File: src/rtl/decode_share_ctrl_pkg.sv
// Shared types and constants for the decode-share controller.
// Imported by the top and the round-robin arbiter.
package decode_share_ctrl_pkg;

  typedef enum logic [1:0] {
    ST_IDLE = 2'd0,
    ST_WAIT = 2'd1,
    ST_DONE = 2'd2
  } state_t;

  localparam logic SEL_A = 1'b0;
  localparam logic SEL_B = 1'b1;

  function automatic int cnt_width(input int n);
    return $clog2(n) + 1;
  endfunction

endpackage

File: src/rtl/decode_share_ctrl_rr_arb2.sv
// Two-requester round-robin arbiter.
// Pointer names the side that wins a tie; it moves to the other side of the served one.
module decode_share_ctrl_rr_arb2
  import decode_share_ctrl_pkg::*;
(
  input  logic       clk_i,
  input  logic       rst_i,
  input  logic [1:0] req_i,
  input  logic       upd_i,
  input  logic       served_i,
  output logic [1:0] gnt_o
);

  logic ptr_q;
  logic ptr_d;

  always_ff @(posedge clk_i) begin
    if (rst_i) begin
      ptr_q <= SEL_A;
    end else begin
      ptr_q <= ptr_d;
    end
  end

  always_comb begin
    ptr_d = ptr_q;
    if (upd_i) begin
      ptr_d = ~served_i;
    end
  end

  always_comb begin
    gnt_o = 2'b00;
    unique case (req_i)
      2'b01:   gnt_o = 2'b01;
      2'b10:   gnt_o = 2'b10;
      2'b11:   gnt_o = (ptr_q == SEL_B) ? 2'b10 : 2'b01;
      default: gnt_o = 2'b00;
    endcase
  end

endmodule

File: src/rtl/decode_share_ctrl.sv
// Shares one mux+decode datapath between requesters A and B.
// Grants round-robin, waits a fixed settle time, returns the captured one-hot.
module decode_share_ctrl
  import decode_share_ctrl_pkg::*;
#(
  parameter int DATA_W        = 2,
  parameter int SETTLE_CYCLES = 3
) (
  input  logic                     clk_i,
  input  logic                     rst_i,
  input  logic                     a_req_i,
  input  logic [DATA_W-1:0]        a_data_i,
  output logic                     a_gnt_o,
  output logic                     a_done_o,
  output logic [(1<<DATA_W)-1:0]   a_result_o,
  input  logic                     b_req_i,
  input  logic [DATA_W-1:0]        b_data_i,
  output logic                     b_gnt_o,
  output logic                     b_done_o,
  output logic [(1<<DATA_W)-1:0]   b_result_o,
  output logic                     dp_sel_o,
  output logic [DATA_W-1:0]        dp_a_o,
  output logic [DATA_W-1:0]        dp_b_o,
  input  logic [(1<<DATA_W)-1:0]   dp_onehot_i,
  output logic                     busy_o,
  output logic                     err_o
);

  localparam int RES_W = 1 << DATA_W;
  localparam int CNT_W = cnt_width(SETTLE_CYCLES);
  localparam logic [CNT_W-1:0] CNT_INIT =
    CNT_W'(SETTLE_CYCLES - 1);

  if (SETTLE_CYCLES < 1) begin : g_bad_settle
    $error("SETTLE_CYCLES must be at least 1");
  end

  state_t state_q, state_d;

  logic [CNT_W-1:0]  cnt_q, cnt_d;
  logic              sel_q, sel_d;
  logic [DATA_W-1:0] dpa_q, dpa_d;
  logic [DATA_W-1:0] dpb_q, dpb_d;
  logic              a_gnt_q, a_gnt_d;
  logic              b_gnt_q, b_gnt_d;
  logic              a_done_q, a_done_d;
  logic              b_done_q, b_done_d;
  logic [RES_W-1:0]  a_res_q, a_res_d;
  logic [RES_W-1:0]  b_res_q, b_res_d;
  logic              busy_q, busy_d;
  logic              err_q, err_d;

  logic [1:0] arb_gnt;
  logic       any_req;
  logic       cnt_zero;

  assign any_req  = a_req_i | b_req_i;
  assign cnt_zero = (cnt_q == '0);

  // Pointer advances only once the served transaction retires.
  decode_share_ctrl_rr_arb2 u_arb (
    .clk_i    (clk_i),
    .rst_i    (rst_i),
    .req_i    ({b_req_i, a_req_i}),
    .upd_i    (state_q == ST_DONE),
    .served_i (sel_q),
    .gnt_o    (arb_gnt)
  );

  always_ff @(posedge clk_i) begin
    if (rst_i) begin
      state_q <= ST_IDLE;
    end else begin
      state_q <= state_d;
    end
  end

  always_comb begin
    state_d = state_q;
    unique case (state_q)
      ST_IDLE: if (any_req)  state_d = ST_WAIT;
      ST_WAIT: if (cnt_zero) state_d = ST_DONE;
      ST_DONE: state_d = ST_IDLE;
      default: state_d = ST_IDLE;
    endcase
  end

  always_comb begin
    cnt_d    = cnt_q;
    sel_d    = sel_q;
    dpa_d    = dpa_q;
    dpb_d    = dpb_q;
    a_gnt_d  = 1'b0;
    b_gnt_d  = 1'b0;
    a_done_d = 1'b0;
    b_done_d = 1'b0;
    a_res_d  = a_res_q;
    b_res_d  = b_res_q;
    err_d    = 1'b0;
    busy_d   = (state_d != ST_IDLE);
    unique case (state_q)
      ST_IDLE: begin
        if (any_req) begin
          cnt_d = CNT_INIT;
          if (arb_gnt[1]) begin
            sel_d   = SEL_B;
            dpb_d   = b_data_i;
            b_gnt_d = 1'b1;
          end else begin
            sel_d   = SEL_A;
            dpa_d   = a_data_i;
            a_gnt_d = 1'b1;
          end
        end
      end
      ST_WAIT: begin
        if (cnt_zero) begin
          err_d = ($countones(dp_onehot_i) != 1);
          if (sel_q == SEL_B) begin
            b_res_d  = dp_onehot_i;
            b_done_d = 1'b1;
          end else begin
            a_res_d  = dp_onehot_i;
            a_done_d = 1'b1;
          end
        end else begin
          cnt_d = cnt_q - CNT_W'(1);
        end
      end
      default: ;
    endcase
  end

  always_ff @(posedge clk_i) begin
    if (rst_i) begin
      cnt_q    <= '0;
      sel_q    <= SEL_A;
      dpa_q    <= '0;
      dpb_q    <= '0;
      a_gnt_q  <= 1'b0;
      b_gnt_q  <= 1'b0;
      a_done_q <= 1'b0;
      b_done_q <= 1'b0;
      a_res_q  <= '0;
      b_res_q  <= '0;
      busy_q   <= 1'b0;
      err_q    <= 1'b0;
    end else begin
      cnt_q    <= cnt_d;
      sel_q    <= sel_d;
      dpa_q    <= dpa_d;
      dpb_q    <= dpb_d;
      a_gnt_q  <= a_gnt_d;
      b_gnt_q  <= b_gnt_d;
      a_done_q <= a_done_d;
      b_done_q <= b_done_d;
      a_res_q  <= a_res_d;
      b_res_q  <= b_res_d;
      busy_q   <= busy_d;
      err_q    <= err_d;
    end
  end

  assign a_gnt_o    = a_gnt_q;
  assign b_gnt_o    = b_gnt_q;
  assign a_done_o   = a_done_q;
  assign b_done_o   = b_done_q;
  assign a_result_o = a_res_q;
  assign b_result_o = b_res_q;
  assign dp_sel_o   = sel_q;
  assign dp_a_o     = dpa_q;
  assign dp_b_o     = dpb_q;
  assign busy_o     = busy_q;
  assign err_o      = err_q;

endmodule

File: config.mk
export PLATFORM = sky130hd
export DESIGN_NAME = decode_share_ctrl
export DESIGN_NICKNAME = d
export VERILOG_FILES = /design/src/rtl/decode_share_ctrl_pkg.sv /design/src/rtl/decode_share_ctrl_rr_arb2.sv /design/src/rtl/decode_share_ctrl.sv
export SDC_FILE = /design/constraint.sdc
export NUM_CORES = 1
export LEC_CHECK = 0
export ABC_CLOCK_PERIOD_IN_PS = 2600
export BUFFER_PORTS_ARGS = -buffer_cell sky130_fd_sc_hd__buf_2
export CAP_MARGIN = 20
export CORE_MARGIN = 3
export CORE_UTILIZATION = 45
export CTS_CLUSTER_DIAMETER = 60
export DETAILED_ROUTE_END_ITERATION = 7
export PLACE_DENSITY = 0.72
export SLEW_MARGIN = 10
export SYNTH_ARGS = -nofsm -noshare
export SYNTH_HDL_FRONTEND = slang
export SYNTH_SLANG_ARGS = --single-unit
File: constraint.sdc
create_clock -name clk_i -period 2.6 [get_ports clk_i]
set_input_delay 0.78 -clock clk_i [delete_from_list [all_inputs] [get_ports clk_i]]
set_output_delay 0.78 -clock clk_i [all_outputs]
set_load 0.02 [all_outputs]
==> impl_metrics.tcl, run 1 <==
set metrics [dict create \
    cts_made_buffers 3 \
    ys_seq_area_frac 0.429 \
    post-synth-top-area-cell "dfxtp_1" \
    die_h_um 56.9 \
    totalWireLength_um 2340 \
    post-route-util 0.566 \
    total_power_uw 838 \
    stdcell_area_mm2 0.00133 \
    placed_area_mm2 0.00130 \
    worstRegToRegCells 5 \
    synth_top_cell_area_share 0.429 \
    drv_cap 0 \
    hold_depth 2 \
    drc_errors 0 \
    cts_tree "done" \
    holdPathEnd "a_result_o[3]$_SDFFE_PP0P_" \
    routedWlPerCell_um 13.1 \
    overflow 0 \
    period_needed_ps 1950 \
    fin_tns_setup_ps 0 \
    cts.sinks 25 \
    rrSetupSlack_ps 1070 \
    p_leak_uw 0.000580 \
    r2r-start "cnt_q[0]$_SDFFE_PP0P_" \
    viasPerCell 5.43 \
    ios 31 \
    root_buffer "clkbuf_4" \
    rsz0062_at_grt "no" \
    io_buffers 30 \
    num_rows 17 \
    place.gp.congestion 0.719 \
    syn2layout_area_growth_pct 13.6 \
    yosysMostFrequentCell "dfxtp_1" \
    finalSetupViolations 0 \
    synth_nets 142 \
    crit_arrival_ps 2190 \
    syn_avg_cell_area_um2 9.33 \
    worstReg2RegEnd "cnt_q[2]$_SDFFE_PP0P_" \
    worst_slew_pin_slew_ps 472 \
    ctsLongestPathBuffers 2 \
    fin_nets 168 \
    ys_ff_latch 25 \
    synthArstFlopShare 0 \
    grt_pass1_wl_um 3840 \
    die_area_mm2 0.00324 \
    synthTopCellsByArea "dfxtp_1 43%, a21oi_1 5.2%, ha_1 4.3%" \
    ir_drop_mv 0.420 \
    ctsHoldBuffers 0 \
    cp_max_fo 3 \
    yosys_warnings 0 \
    min_from "a_result_o[3]$_SDFFE_PP0P_" \
    synth_edf_count 0 \
    synthFlopType "dfxtp_1" \
    antenna_found_initial 0 \
    grt_pass1_vias 893 \
    syn_inst 125 \
    hpwlAfterDp_um 1680 \
    synth_commonest_cells "25 x dfxtp_1, 12 x a21oi_1, 11 x inv_1, 9 x nand3_1, 8 x o21ai_0" \
    fillCellCount 212 \
    max_freq_mhz 512 \
    ant_nets 0 \
    layout-drive-gt1-share 0.313 \
    critPathCaptureType "register" \
    post-cts-setup-buffer-count 0 \
    cp.required_ps 2840 \
    min-delay-path-class "reg2reg" \
    status "finished clean" \
    timing.final.ws_setup_ps 645 \
    die_w_um 56.9 \
    finClkSkew_ps 6.18 \
    core_mm2 0.00234 \
    drtIter0Drc 17 \
    clkLatencyLatePin_ps 310 \
    grtUsageTotal 0.144 \
    postCtsResizedCells 0 \
    cts.htree.levels 1 \
    via_count 967 \
    start_util 0.498 \
    pre_cts_slack_ps 326 \
    syn-cell-area_mm2 0.00117 \
    final_max_slew_viol_count 0 \
    period_share 0.752 \
    slew_headroom 0.686 \
    ys_types 39 \
    pwr_density_cell_mw_per_mm2 632 \
    drtPass1Iterations 4 \
    startpoint_type "input pin" \
    path_class "in2reg" \
    finalHoldViolations 0 \
    multiInputGateArea_um2 572 \
    antenna_cells 0 \
    grt_max_degree 26 \
    seq_area_um2 500 \
    path_clk_slew_ps 130 \
]
logic make-up (layout without fill, tap and decap cells):
group | after synthesis | in the layout | share of synthesized area
AOI/OAI and AO/OA | 36 | 36 | 0.215
adders and majority gates | 5 | 5 | 0.0601
buffers and inverters | 20 | 45 | 0.0805
DFF | 25 | 25 | 0.429
muxes | 2 | 2 | 0.0172
and+or+nand+nor | 37 | 37 | 0.199
cells in the final DEF (no fill, tap or decap), types with 2 or more instances in the layout:
cell type | netlist | routed
a21oi_1 | 12 | 12
a21oi_2 | 2 | 2
buf_2 | 3 | 30
clkbuf_4 | 0 | 3
dfxtp_1 | 25 | 25
ha_1 | 4 | 4
inv_1 | 11 | 11
mux2i_1 | 2 | 2
nand3_1 | 9 | 9
nand4_1 | 4 | 4
nor2_1 | 7 | 7
nor3_1 | 4 | 4
o21ai_0 | 8 | 8
o21ai_1 | 3 | 3
o21ai_2 | 3 | 3
stage by stage:
step,hold slack [ps],std cells
finish,472,178
global route,501,178
CTS,473,178
detailed placement,455,174
global placement,447,174
floorplan,458,125
worst max path at each step:
stage | depth (start not counted) | to | startpoint
2_1_floorplan | 7 | err_o$_SDFF_PP0_ | dp_onehot_i[0]
3_3_place_gp | 8 | err_o$_SDFF_PP0_ | dp_onehot_i[0]
3_5_place_dp | 8 | err_o$_SDFF_PP0_ | dp_onehot_i[0]
4_1_cts | 8 | err_o$_SDFF_PP0_ | dp_onehot_i[0]
5_1_grt | 8 | err_o$_SDFF_PP0_ | dp_onehot_i[0]
6_report | 8 | err_o$_SDFF_PP0_ | dp_onehot_i[0]
report_power, final:
part | switching (uW) | internal (uW)
logic | 132 | 90.6
registers | 29.5 | 414
clock network | 112 | 59.9
flip-flops by register name, summed over array words and instances (netlist names):
| register | cells |
|---|---|
| a_done_o | 1 |
| a_gnt_o | 1 |
| a_result_o | 4 |
| b_done_o | 1 |
| b_gnt_o | 1 |
| b_result_o | 4 |
| busy_o | 1 |
| cnt_q | 3 |
| dp_a_o | 2 |
| dp_b_o | 2 |
| dp_sel_o | 1 |
| err_o | 1 |
| state_q | 2 |
| u_arb.ptr_q | 1 |
worst max-delay path, stage by stage:
cell	delay, ps
buf_2	100
inv_1	50
fa_1	520
inv_1	40
ha_1	170
ha_1	280
nor2_1	40
a211oi_1	200
routing by layer:
layer / wire length, um / up-vias / GRT usage / share of wire
met5: 0 / - / 0 / 0
met4: 17 / 0 / 0.0497 / 0.0073
met3: 111 / 2 / 0.0253 / 0.047
met2: 1100 / 25 / 0.240 / 0.47
met1: 1110 / 452 / 0.188 / 0.47
li1: - / 488 / - / -
layout make-up:
type,instances,share of cell area
clock buffer,4,0.0198
tap,28,0.0264
multi-input combinational,80,0.432
timing repair buffer,30,0.113
sequential,25,0.378
inverter,11,0.0312
No activity file was read; power rests on OpenSTA's default activity.
==> run 2: changes to the inputs <==
--- a/config.mk
+++ b/config.mk
@@ -5,7 +5,7 @@
 export SDC_FILE = /design/constraint.sdc
 export NUM_CORES = 1
 export LEC_CHECK = 0
-export ABC_CLOCK_PERIOD_IN_PS = 2600
+export ABC_CLOCK_PERIOD_IN_PS = 1920
 export BUFFER_PORTS_ARGS = -buffer_cell sky130_fd_sc_hd__buf_2
 export CAP_MARGIN = 20
 export CORE_MARGIN = 3
==> constraint.sdc (replaced) <==
create_clock -name clk_i -period 1.92 [get_ports clk_i]
set_input_delay 0.576 -clock clk_i [delete_from_list [all_inputs] [get_ports clk_i]]
set_output_delay 0.576 -clock clk_i [all_outputs]
set_load 0.02 [all_outputs]
==> impl_metrics.tcl, run 2 (synthesis gave the netlist of run 1 again) <==
set metrics [dict create \
    status "finished clean" \
    finClkSkew_ps 7.59 \
    stdcell_area_mm2 0.00137 \
    holdWs_ps 470 \
    viasPerCell 5.40 \
    root_buffer "clkbuf_4" \
    grt_pass1_vias 970 \
    rsz0062_at_grt "no" \
    hpwlAfterDp_um 1780 \
    path_class "in2reg" \
    die_area_mm2 0.00324 \
    syn2layout_area_growth_pct 17.2 \
    startpoint_type "input pin" \
    core_mm2 0.00234 \
    cts.sinks 25 \
    p_leak_uw 0.000603 \
    ctsLongestPathBuffers 2 \
    rrSetupSlack_ps 400 \
    place.gp.congestion 0.719 \
    via_count 988 \
    routedWlPerCell_um 13.0 \
    ir_drop_mv 0.538 \
    period_needed_ps 1730 \
    die_w_um 56.9 \
    cp.required_ps 2170 \
    pwr_density_cell_mw_per_mm2 845 \
    grtUsageTotal 0.159 \
    post-cts-setup-buffer-count 0 \
    ant_nets 0 \
    clkLatencyLatePin_ps 320 \
    drtPass1Iterations 4 \
    overflow 0 \
    crit_arrival_ps 1970 \
    critPathCaptureType "register" \
    finalSetupViolations 0 \
    slew_headroom 0.689 \
    num_rows 17 \
    layout_commonest_cell "buf_2" \
    finalHoldViolations 0 \
    layout-drive-gt1-share 0.342 \
    die_h_um 56.9 \
    antenna_found_initial 0 \
    worst_slew_pin_slew_ps 466 \
    start_util 0.498 \
    grt_max_degree 25 \
    ctsHoldBuffers 0 \
    fin_nets 173 \
    cp_max_fo 2 \
    io_buffers 30 \
    antenna_cells 0 \
    grt_pass1_wl_um 4180 \
    multiInputGateArea_um2 572 \
    drc_errors 0 \
    seq_area_um2 500 \
    period_share 0.900 \
    placed_area_mm2 0.00134 \
    final_max_slew_viol_count 0 \
    cts_made_buffers 3 \
    drv_cap 0 \
    totalWireLength_um 2380 \
    min-delay-path-class "reg2reg" \
    cts_tree "done" \
    ios 31 \
    final_cell_mix "30 x buf_2, 25 x dfxtp_1, 12 x a21oi_1" \
    postCtsResizedCells 0 \
    max_freq_mhz 579 \
    path_clk_slew_ps 140 \
    fillCellCount 217 \
    drtIter0Drc 19 \
    cts.htree.levels 1 \
]
run 2: cell count changes in the layout (fill, tap and decap cells not counted), sizes merged:
cell      previous run  this run
buf                 30        35
clkbuf               4         3
clkinvlp             0         1
run 2: final timing paths:
| check | startpoint | to | depth (start not counted) |
|---|---|---|---|
| worst min register to register | a_result_o[3]$_SDFFE_PP0P_ | a_result_o[3]$_SDFFE_PP0P_ | 2 |
| worst max register to register | cnt_q[1]$_SDFFE_PP0P_ | busy_o$_SDFF_PP0_ | 5 |
| worst max-delay path | dp_onehot_i[0] | err_o$_SDFF_PP0_ | 8 |
| worst min-delay path | a_result_o[3]$_SDFFE_PP0P_ | a_result_o[3]$_SDFFE_PP0P_ | 2 |
run 2: layout make-up:
| cell class | count | share of cell area |
|---|---|---|
| clock inverter | 1 | 0.00549 |
| inverter | 11 | 0.0302 |
| clock buffer | 3 | 0.0165 |
| timing repair buffer | 35 | 0.137 |
| multi-input combinational | 80 | 0.418 |
| tap | 28 | 0.0256 |
| sequential | 25 | 0.366 |
run 2: report_power, final:
part | internal [uW] | total (uW) | switching, uW
combinational | 130 | 313 | 183
clock | 79.6 | 244 | 164
sequential | 561 | 598 | 36.7
total | 771 | 1160 | 384
run 2: per-stage QoR:
| stage | instances | util | power [uW] | setup slack (ps) | setup TNS, ps |
|---|---|---|---|---|---|
| after floorplan | 125 | - | 851 | 18.1 | 0 |
| after global placement | 179 | 0.571 | 914 | -101 | -101 |
| after detailed placement | 179 | 0.571 | 925 | -155 | -155 |
| after CTS | 183 | 0.584 | 1160 | 185 | 0 |
| after global routing | 183 | 0.584 | 1230 | 138 | 0 |
| final | 183 | 0.584 | 1160 | 193 | 0 |
run 2: routing by layer:
layer | global-route usage | wire length, um
met1 | 0.210 | 1150
met2 | 0.259 | 1100
met3 | 0.0322 | 96
met4 | 0.0497 | 29
met5 | 0 | 0
run 2: critical path, cell delays in order:
cell and delay, ps:
buf_2 90, inv_1 50, fa_1 530, inv_1 40, ha_1 180, ha_1 270
nor2_1 40, a211oi_1 200
==> run 3: changes to the inputs <==
--- a/config.mk
+++ b/config.mk
@@ -9,10 +9,11 @@
 export BUFFER_PORTS_ARGS = -buffer_cell sky130_fd_sc_hd__buf_2
 export CAP_MARGIN = 20
 export CORE_MARGIN = 3
-export CORE_UTILIZATION = 45
+export CORE_UTILIZATION = 39
+export CTS_BUF_LIST = sky130_fd_sc_hd__clkbuf_8
 export CTS_CLUSTER_DIAMETER = 60
 export DETAILED_ROUTE_END_ITERATION = 7
-export PLACE_DENSITY = 0.72
+export PLACE_DENSITY = 0.64
 export SLEW_MARGIN = 10
 export SYNTH_ARGS = -nofsm -noshare
 export SYNTH_HDL_FRONTEND = slang
==> impl_metrics.tcl, run 3 (synthesis gave the netlist of run 1 again) <==
set metrics [dict create \
    finalHoldViolations 0 \
    totalWireLength_um 2440 \
    placed_area_mm2 0.00133 \
    max_stage_delay_ps 530 \
    rrSetupSlack_ps 400 \
    crit_cells 8 \
    grt_pass1_wl_um 4150 \
    critPathCaptureType "register" \
    grt_pass1_vias 947 \
    cts.sinks 25 \
    cp_max_fo 2 \
    cp_num_buf_inv 3 \
    layout-drive-gt1-share 0.327 \
    ctsHoldBuffers 0 \
    grt_max_degree 16 \
    wl_met3_um 74 \
    cp.required_ps 2110 \
    drtPass1Iterations 4 \
    overflow 0 \
    root_buffer "clkbuf_8" \
    cts.htree.levels 1 \
    die_area_mm2 0.00368 \
    ir_drop_mv 0.380 \
    wl_met2_um 1220 \
    holdWs_ps 465 \
    core_mm2 0.00281 \
    period_needed_ps 1760 \
    startpoint_type "input pin" \
    final_max_slew_viol_count 0 \
    worst_slew_pin_slew_ps 473 \
    p_leak_uw 0.000606 \
    antenna_cells 0 \
    m1WireLength_um 1130 \
    start_util 0.416 \
    layout_commonest_cell "buf_2" \
    final_cell_mix "30 x buf_2, 25 x dfxtp_1, 12 x inv_1, 12 x a21oi_1, 9 x nand3_1" \
    crit_chain "buf_2, inv_1, fa_1, inv_1, ha_1, ha_1, nor2_1, a211oi_1" \
    finClkSkew_ps 2.13 \
    cts_tree "done" \
    ant_nets 0 \
    antenna_found_initial 0 \
    ios 31 \
    place.gp.congestion 0.784 \
    syn2layout_area_growth_pct 17.5 \
    via_count 995 \
    drtIter0Drc 13 \
    total_power_uw 1210 \
    fin_nets 171 \
    post-cts-setup-buffer-count 0 \
    postCtsResizedCells 0 \
    viasPerCell 5.41 \
    die_h_um 60.7 \
    worstReg2RegEnd "busy_o$_SDFF_PP0_" \
    drv_cap 0 \
    ctsLongestPathBuffers 2 \
    clkLatencyLatePin_ps 270 \
    period_share 0.916 \
    rsz0062_at_grt "no" \
    status "finished clean" \
    cts_made_buffers 3 \
    num_rows 19 \
    max_freq_mhz 568 \
    pwr_density_cell_mw_per_mm2 885 \
    crit_start "dp_onehot_i[0]" \
    crit_path_end "err_o$_SDFF_PP0_" \
    drc_errors 0 \
    slew_headroom 0.684 \
    finalSetupViolations 0 \
    r2r-start "cnt_q[1]$_SDFFE_PP0P_" \
    stdcell_area_mm2 0.00137 \
    grtUsageTotal 0.147 \
    path_class "in2reg" \
    cpMaxStageDelayCell "fa_1" \
    path_clk_slew_ps 80 \
    hpwlAfterDp_um 1830 \
    io_buffers 30 \
    routedWlPerCell_um 13.3 \
    top_layer "met4" \
    worstRegToRegCells 5 \
    fin_tns_setup_ps 0 \
    crit_family "adder cells" \
    die_w_um 60.7 \
    crit_arrival_ps 1950 \
    min-delay-path-class "reg2reg" \
]
## run 3: changes by cell type in the layout (fill, tap and decap cells not counted), sizes merged
cell	delta
clkinvlp	-1
inv	+1
buf	-2
## run 3: cell type report
cell class                 instances  area, um^2
clock buffer                       3        41.3
clock inverter                     1        3.75
fill                             293        1440
inverter                          11        41.3
multi-input combinational         80         572
sequential                        25         500
tap                               31        38.8
timing repair buffer              33         173
## run 3: where the power goes
group	total [uW]	leakage, uW	internal, uW	switching (uW)
sequential	601	0.000204	561	40.0
clock	303	0.0000269	143	160
combinational	308	0.000375	127	181
## run 3: worst min-delay path, delay by kind of cell, from the launching register on
kind | cells | cell delay (ps)
DFF | 1 | 320
AOI/OAI and AO/OA | 2 | 100
## run 3: per-stage QoR
stage	utilization	cells	setup slack [ps]
5_1_grt	0.488	184	76.8
6_report	0.488	184	160
3_5_place_dp	0.472	180	-143
3_3_place_gp	0.472	180	-104
2_1_floorplan	-	125	18.1
4_1_cts	0.488	184	154
## run 3: routing by layer
layer	global-route usage	vias to the layer above
li1	-	496
met1	0.193	483
met2	0.246	14
met3	0.0255	2
met4	0.0464	0
met5	0	-
## run 3: worst min path at each step
stage,cells past startpoint,startpoint,endpoint,slack [ps]
finish,2,b_result_o[1]$_SDFFE_PP0P_,b_result_o[1]$_SDFFE_PP0P_,460
global route,2,a_result_o[3]$_SDFFE_PP0P_,a_result_o[3]$_SDFFE_PP0P_,490
CTS,2,a_result_o[3]$_SDFFE_PP0P_,a_result_o[3]$_SDFFE_PP0P_,460
detailed placement,2,a_result_o[3]$_SDFFE_PP0P_,a_result_o[3]$_SDFFE_PP0P_,450
global placement,2,a_result_o[3]$_SDFFE_PP0P_,a_result_o[3]$_SDFFE_PP0P_,450
floorplan,2,cnt_q[0]$_SDFFE_PP0P_,cnt_q[0]$_SDFFE_PP0P_,460
